<file path="src/rtl/sccb_init_ctrlmod.sv">
// ============================================================================
//  Module   : sccb_init_ctrlmod
//  Purpose  : OV7670 power-up sequencer; walks a {reg, value} LUT and issues
//             one SCCB write per entry, with delay/end markers and a watchdog.
//  Revision : 1.0  initial release
// ============================================================================
`default_nettype none

module sccb_init_ctrlmod #(
    parameter logic [7:0]  LUT_SIZE       = 8'd168,
    parameter logic [23:0] PWRUP_CYCLES   = 24'd1_000_000,
    parameter logic [23:0] DELAY_CYCLES   = 24'd500_000,
    parameter logic [23:0] TIMEOUT_CYCLES = 24'd2_000_000,
    parameter logic [15:0] END_MARK       = 16'hFFFF,
    parameter logic [15:0] DELAY_MARK     = 16'hFFF0
) (
    input  logic        CLOCK,
    input  logic        RESET,
    input  logic        iStart,
    output logic [7:0]  oAddr,
    input  logic [15:0] iLutData,
    output logic        oCall,
    input  logic        iDone,
    output logic [15:0] oData,
    output logic        oBusy,
    output logic        oInitDone,
    output logic        oError
);

    localparam logic [3:0] c_IDLE  = 4'd0;
    localparam logic [3:0] c_PWRUP = 4'd1;
    localparam logic [3:0] c_ADDR  = 4'd2;
    localparam logic [3:0] c_FETCH = 4'd3;
    localparam logic [3:0] c_CALL  = 4'd4;
    localparam logic [3:0] c_NEXT  = 4'd5;
    localparam logic [3:0] c_DELAY = 4'd6;
    localparam logic [3:0] c_DONE  = 4'd7;
    localparam logic [3:0] c_ERR   = 4'd8;

    localparam logic [23:0] c_PWRUP_LAST   = PWRUP_CYCLES - 24'd1;
    localparam logic [23:0] c_DELAY_LAST   = DELAY_CYCLES - 24'd1;
    localparam logic [23:0] c_TIMEOUT_LAST = TIMEOUT_CYCLES - 24'd1;
    localparam logic [7:0]  c_LAST_INDEX   = LUT_SIZE - 8'd1;

    logic [3:0]  state_q, state_d;
    logic [7:0]  index_q, index_d;
    logic [23:0] count_q, count_d;
    logic [7:0]  addr_q, addr_d;
    logic [15:0] data_q, data_d;
    logic        call_q, call_d;
    logic        init_done_q, init_done_d;
    logic        error_q, error_d;

    always_comb begin
        state_d     = state_q;
        index_d     = index_q;
        count_d     = count_q;
        addr_d      = addr_q;
        data_d      = data_q;
        call_d      = call_q;
        init_done_d = init_done_q;
        error_d     = error_q;

        case (state_q)
            c_IDLE, c_DONE, c_ERR: begin
                if (iStart) begin
                    init_done_d = 1'b0;
                    error_d     = 1'b0;
                    index_d     = 8'd0;
                    count_d     = 24'd0;
                    state_d     = c_PWRUP;
                end
            end
            c_PWRUP: begin
                if (count_q == c_PWRUP_LAST) begin
                    count_d = 24'd0;
                    state_d = c_ADDR;
                end else begin
                    count_d = count_q + 24'd1;
                end
            end
            c_ADDR: begin
                addr_d  = index_q;
                state_d = c_FETCH;
            end
            c_FETCH: begin
                if (iLutData == END_MARK) begin
                    init_done_d = 1'b1;
                    state_d     = c_DONE;
                end else if (iLutData == DELAY_MARK) begin
                    count_d = 24'd0;
                    state_d = c_DELAY;
                end else begin
                    data_d  = iLutData;
                    call_d  = 1'b1;
                    count_d = 24'd0;
                    state_d = c_CALL;
                end
            end
            c_CALL: begin
                // A completion on the terminal-count cycle still counts as success.
                if (iDone) begin
                    call_d  = 1'b0;
                    count_d = 24'd0;
                    state_d = c_NEXT;
                end else if (count_q == c_TIMEOUT_LAST) begin
                    call_d  = 1'b0;
                    error_d = 1'b1;
                    state_d = c_ERR;
                end else begin
                    count_d = count_q + 24'd1;
                end
            end
            c_DELAY: begin
                if (count_q == c_DELAY_LAST) begin
                    count_d = 24'd0;
                    state_d = c_NEXT;
                end else begin
                    count_d = count_q + 24'd1;
                end
            end
            c_NEXT: begin
                if (index_q == c_LAST_INDEX) begin
                    init_done_d = 1'b1;
                    state_d     = c_DONE;
                end else begin
                    index_d = index_q + 8'd1;
                    state_d = c_ADDR;
                end
            end
            default: begin
                state_d = c_IDLE;
            end
        endcase
    end

    always_ff @(posedge CLOCK or negedge RESET) begin
        if (!RESET) begin
            state_q     <= c_IDLE;
            index_q     <= 8'd0;
            count_q     <= 24'd0;
            addr_q      <= 8'd0;
            data_q      <= 16'd0;
            call_q      <= 1'b0;
            init_done_q <= 1'b0;
            error_q     <= 1'b0;
        end else begin
            state_q     <= state_d;
            index_q     <= index_d;
            count_q     <= count_d;
            addr_q      <= addr_d;
            data_q      <= data_d;
            call_q      <= call_d;
            init_done_q <= init_done_d;
            error_q     <= error_d;
        end
    end

    assign oAddr     = addr_q;
    assign oData     = data_q;
    assign oCall     = call_q;
    assign oInitDone = init_done_q;
    assign oError    = error_q;
    assign oBusy     = (state_q != c_IDLE) && (state_q != c_DONE) && (state_q != c_ERR);

endmodule

`default_nettype wire

</file>
<file path="config.mk">
export PLATFORM = sky130hd
export DESIGN_NAME = sccb_init_ctrlmod
export DESIGN_NICKNAME = d
export VERILOG_FILES = /design/src/rtl/sccb_init_ctrlmod.sv
export SDC_FILE = /design/constraint.sdc
export NUM_CORES = 1
export LEC_CHECK = 0
export CAP_MARGIN = 10
export CORE_MARGIN = 5
export CORE_UTILIZATION = 58
export CTS_CLUSTER_DIAMETER = 80
export CTS_CLUSTER_SIZE = 14
export DETAILED_ROUTE_END_ITERATION = 7
export PLACE_DENSITY = 0.85
export SETUP_SLACK_MARGIN = 0.15
export SYNTH_ARGS = -nofsm -noshare
export SYNTH_HDL_FRONTEND = slang
export SYNTH_SLANG_ARGS = --single-unit
</file>
<file path="constraint.sdc">
create_clock -name CLOCK -period 4.4 [get_ports CLOCK]
set_input_delay 0.88 -clock CLOCK [delete_from_list [all_inputs] [get_ports CLOCK]]
set_output_delay 0.88 -clock CLOCK [all_outputs]
set_load 0.1 [all_outputs]
</file>
==> flow_summary.rst <==
.. list-table::
   :header-rows: 1

   * - Metric
     - Value
   * - Result of the run
     - finished, final reports clean
   * - Sort of element at the start of the critical path
     - register
   * - Detailed placer's ending HPWL
     - between 5000 and 6000 µm
   * - Mean instance size in the synthesized netlist
     - between 10 and 15 µm²
   * - Synthesized area
     - about 0.0033 mm²
   * - Final design area excluding fillers
     - 0.00400 mm²
   * - Antenna diode instance count
     - 0
   * - Biggest area contributors in the synthesized netlist
     - sky130_fd_sc_hd__dfrtp_1 (48%), sky130_fd_sc_hd__mux2_2 (8.2%), sky130_fd_sc_hd__nand3_1 (3.5%), sky130_fd_sc_hd__xnor2_1 (3.5%), sky130_fd_sc_hd__nand2_1 (2.6%)
   * - Library cell with the largest summed area after synthesis
     - sky130_fd_sc_hd__dfrtp_1
   * - Number of antenna violations at the first check in global routing
     - 0
   * - Number of clock sinks seen by CTS
     - 63
   * - Area share of the largest cell type after synthesis
     - about 48%
   * - Crit end category
     - primary output
   * - Total overflow reported by the global router
     - 0
   * - Max-slew violation count
     - 0
   * - Starting utilization of the core area
     - roughly 60%
   * - Number of cells produced by synthesis
     - 326
   * - Least-Margin Pin Slew
     - approximately 1000 ps
   * - Horizontal die dimension
     - 85.3 µm
   * - Arrival time of data at the critical path endpoint
     - 2730 ps
   * - Total chip power
     - about 0.0028 W
   * - Number of global-route vias before repair
     - between 2k and 3k
   * - RSZ-0062 raised after global routing
     - false
   * - Internal power component
     - about 0.0014 W
   * - Critical path required time
     - between 3000 and 4000 ps
   * - Total routing resource utilization after global routing
     - between 20% and 30%
   * - Tmin final
     - approximately 3600 ps
   * - Yosys warns
     - 0
   * - Total wirelength of the detailed-routed design
     - ~7500 µm
   * - Worst-case clock skew
     - between 7 and 8 ps
   * - Clock-pin slew on the worst setup and hold paths
     - 70 ps
   * - Maximum clock path buffer count
     - 2
   * - Relative slew slack
     - 33.1%
   * - Clk_lat worst skew
     - about 340 ps
   * - Hold buffer count at CTS
     - 0
   * - Total negative slack for setup checks
     - 0 ps
   * - Die extent in y
     - around 85 µm
   * - Growth of design area from synthesis to finish
     - 21.5%
   * - Largest vdd supply drop
     - ~0.55 mV
   * - Number of H-tree branching levels
     - 3
   * - IO Count
     - 48
   * - Placement Rows
     - 27
   * - Ratio of total power to cell area
     - 705 mW/mm²
   * - Reg power frac
     - about 28%
   * - Net count of the mapped netlist
     - between 300 and 400
   * - Finished Core Util
     - around 73%
   * - Final #Nets
     - about 390
   * - CTS tree
     - done
   * - Detail-routed via count per cell
     - around 6
   * - Combinational cell fraction of total power
     - 51.0%
   * - Port Buf Inserts
     - 47
   * - Fraction of final layout cells with drive strength greater than 1
     - about 13%
   * - Fmax
     - approximately 280 MHz
   * - Total CTS buffers
     - 9
   * - Detail-routed net length per standard cell
     - 16.8 µm
   * - Start-to-end type of the worst setup path
     - reg -> out
   * - Proportion of power drawn by the clock network
     - 20.5%
   * - Largest net degree at the start of global routing
     - 35
   * - Area of the placeable core
     - ~0.0055 mm²
   * - Switching Share
     - between 40% and 50%
   * - Number of standard cells in the final layout excluding fillers
     - 445
   * - Placed Cells incl. Taps
     - 430
   * - Root buf cell
     - sky130_fd_sc_hd__clkbuf_8
   * - Number of library cell types mapped by synthesis
     - 49
   * - 1st-iter DRT viols
     - 258
   * - Number of fillers in the final layout
     - around 420
   * - ANT nets after route
     - 0
   * - Number of resized instances in the post-cts repair step
     - 0
   * - Die footprint
     - about 0.0073 mm²
   * - Count of final setup violators
     - 0
   * - Post-route DRC
     - 0
   * - Max-capacitance violation count
     - 0
   * - Static leakage
     - around 1.6 nW
   * - First drt pass iteration count
     - 4
   * - Sequential fraction of the synthesis area
     - a little under half
   * - Placer Congestion
     - 0.893
   * - Final worst path period share
     - just over 80%
   * - Register bit total from synthesis
     - 63
   * - Post-CTS repair timing setup buffer count
     - 0
   * - Placed inst area
     - about 0.0038 mm²
   * - Total via count in the routed design
     - 2,658
   * - Class of the tightest hold or removal check
     - reg -> reg
   * - Critical path peak fanout
     - 15
   * - Switching power
     - about 0.0014 W
   * - Wire length of the first global-routing pass
     - approximately 13,000 µm
   * - Hold violation count in the final report
     - 0
-- cell type report --
type	instances	area, µm²	area share [%]
inverters	10	37.5	0.940
flip-flops and latches	63	1580	39.5
clock buffers	12	165	4.13
clock inverters	3	65.1	1.63
multi-input cells	236	1580	39.6
repair buffers	49	480	12.0
well taps	72	90.1	2.25
-- through the flow --
stage | hold slack [ps] | setup WS, ps
floorplan | 490 | 1100
global placement | 480 | 1220
detailed placement | 473 | 1120
CTS | 488 | 801
global route | 506 | 694
finish | 482 | 790
-- layer usage --
| metal | wire length, µm | vias up | share of wire [%] | track usage [%] |
|---|---|---|---|---|
| met5 | 0 | - | 0 | 0 |
| met4 | 157 | 0 | 2.1 | 11.1 |
| met3 | 441 | 14 | 5.9 | 4.76 |
| met2 | 3490 | 87 | 47 | 34.3 |
| met1 | 3390 | 1284 | 45 | 28.3 |
| li1 | - | 1273 | - | - |
-- sequential cells by signal, indices dropped and copies added, names as in the netlist --
name       cells
oData         16
index_q        8
oError         1
oInitDone      1
state_q        4
oCall          1
count_q       24
oAddr          8
-- worst paths after layout --
kind                                              from                      to  slack [ps]  cells past startpoint
worst max register to register  count_q[0]$_DFFE_PN0P_  count_q[2]$_DFFE_PN0P_        1490                      7
min in group asynchronous                        RESET   oData[13]$_DFFE_PN0P_         600                      1
worst max-delay path            state_q[2]$_DFFE_PN0P_                   oBusy         790                      3
worst min register to register      oError$_DFFE_PN0P_      oError$_DFFE_PN0P_         480                      1
worst min-delay path                oError$_DFFE_PN0P_      oError$_DFFE_PN0P_         480                      1
max in group asynchronous                        RESET  count_q[5]$_DFFE_PN0P_        2920                      2
-- layout by cell type (no fill, tap or decap), drive strengths merged, types with 2 or more instances in the layout --
cell type and count:
a21o 2, a21oi 15, a31oi 3, and2 4
and3 3, and4 5, buf 3, bufinv 2
clkbuf 12, clkdlybuf4s50 46, dfrtp 63, ha 2
inv 10, mux2 24, nand2 23, nand2b 6
nand3 23, nand4 12, nand4b 2, nor2 22
nor2b 3, nor3 12, nor3b 5, nor4 10
nor4b 2, o21ai 10, o22ai 6, o2bb2ai 2
o311ai 3, o31ai 4, or2 3, or3 6
or4b 2, xnor2 13, xor2 3
-- cells in the mapped netlist, drive strengths merged --
master / number
a21o: 2
a21oi: 15
a221oi: 1
a22oi: 1
a31oi: 3
and2: 4
and3: 3
and4: 5
buf: 14
clkbuf: 3
dfrtp: 63
ha: 2
inv: 10
mux2: 24
nand2: 23
nand2b: 6
nand3: 23
nand3b: 1
nand4: 12
nand4b: 2
nor2: 22
nor2b: 3
nor3: 12
nor3b: 5
nor4: 10
nor4b: 2
nor4bb: 1
o21ai: 10
o21bai: 1
o22ai: 6
o2bb2ai: 2
o311ai: 3
o31ai: 4
or2: 3
or3: 6
or4: 1
or4b: 2
xnor2: 13
xor2: 3
-- power groups by stage --
stage / combinational (W) / sequential (W) / clock, W
finish: 0.00144 / 0.000802 / 0.000578
global route: 0.00150 / 0.000821 / 0.000616
CTS: 0.00144 / 0.000800 / 0.000585
detailed placement: 0.00143 / 0.000811 / 0
global placement: 0.00141 / 0.000802 / 0
floorplan: 0.000570 / 0.00137 / 0
-- cell families after synthesis --
kind of cell / share of synthesized area, %
simple gates: 25.7
fa+ha+maj: 0.761
flops: 48.0
mux: 8.22
buf+inv: 3.96
xor+xnor: 4.26
compound gates: 9.14
-- critical path, stage by stage (launching register included) --
cell and delay (ps):
sky130_fd_sc_hd__dfrtp_1 550, sky130_fd_sc_hd__nor2b_1 250, sky130_fd_sc_hd__a31oi_1 370, sky130_fd_sc_hd__clkdlybuf4s50_1 1210
No activity file was read; power rests on OpenSTA's default activity.
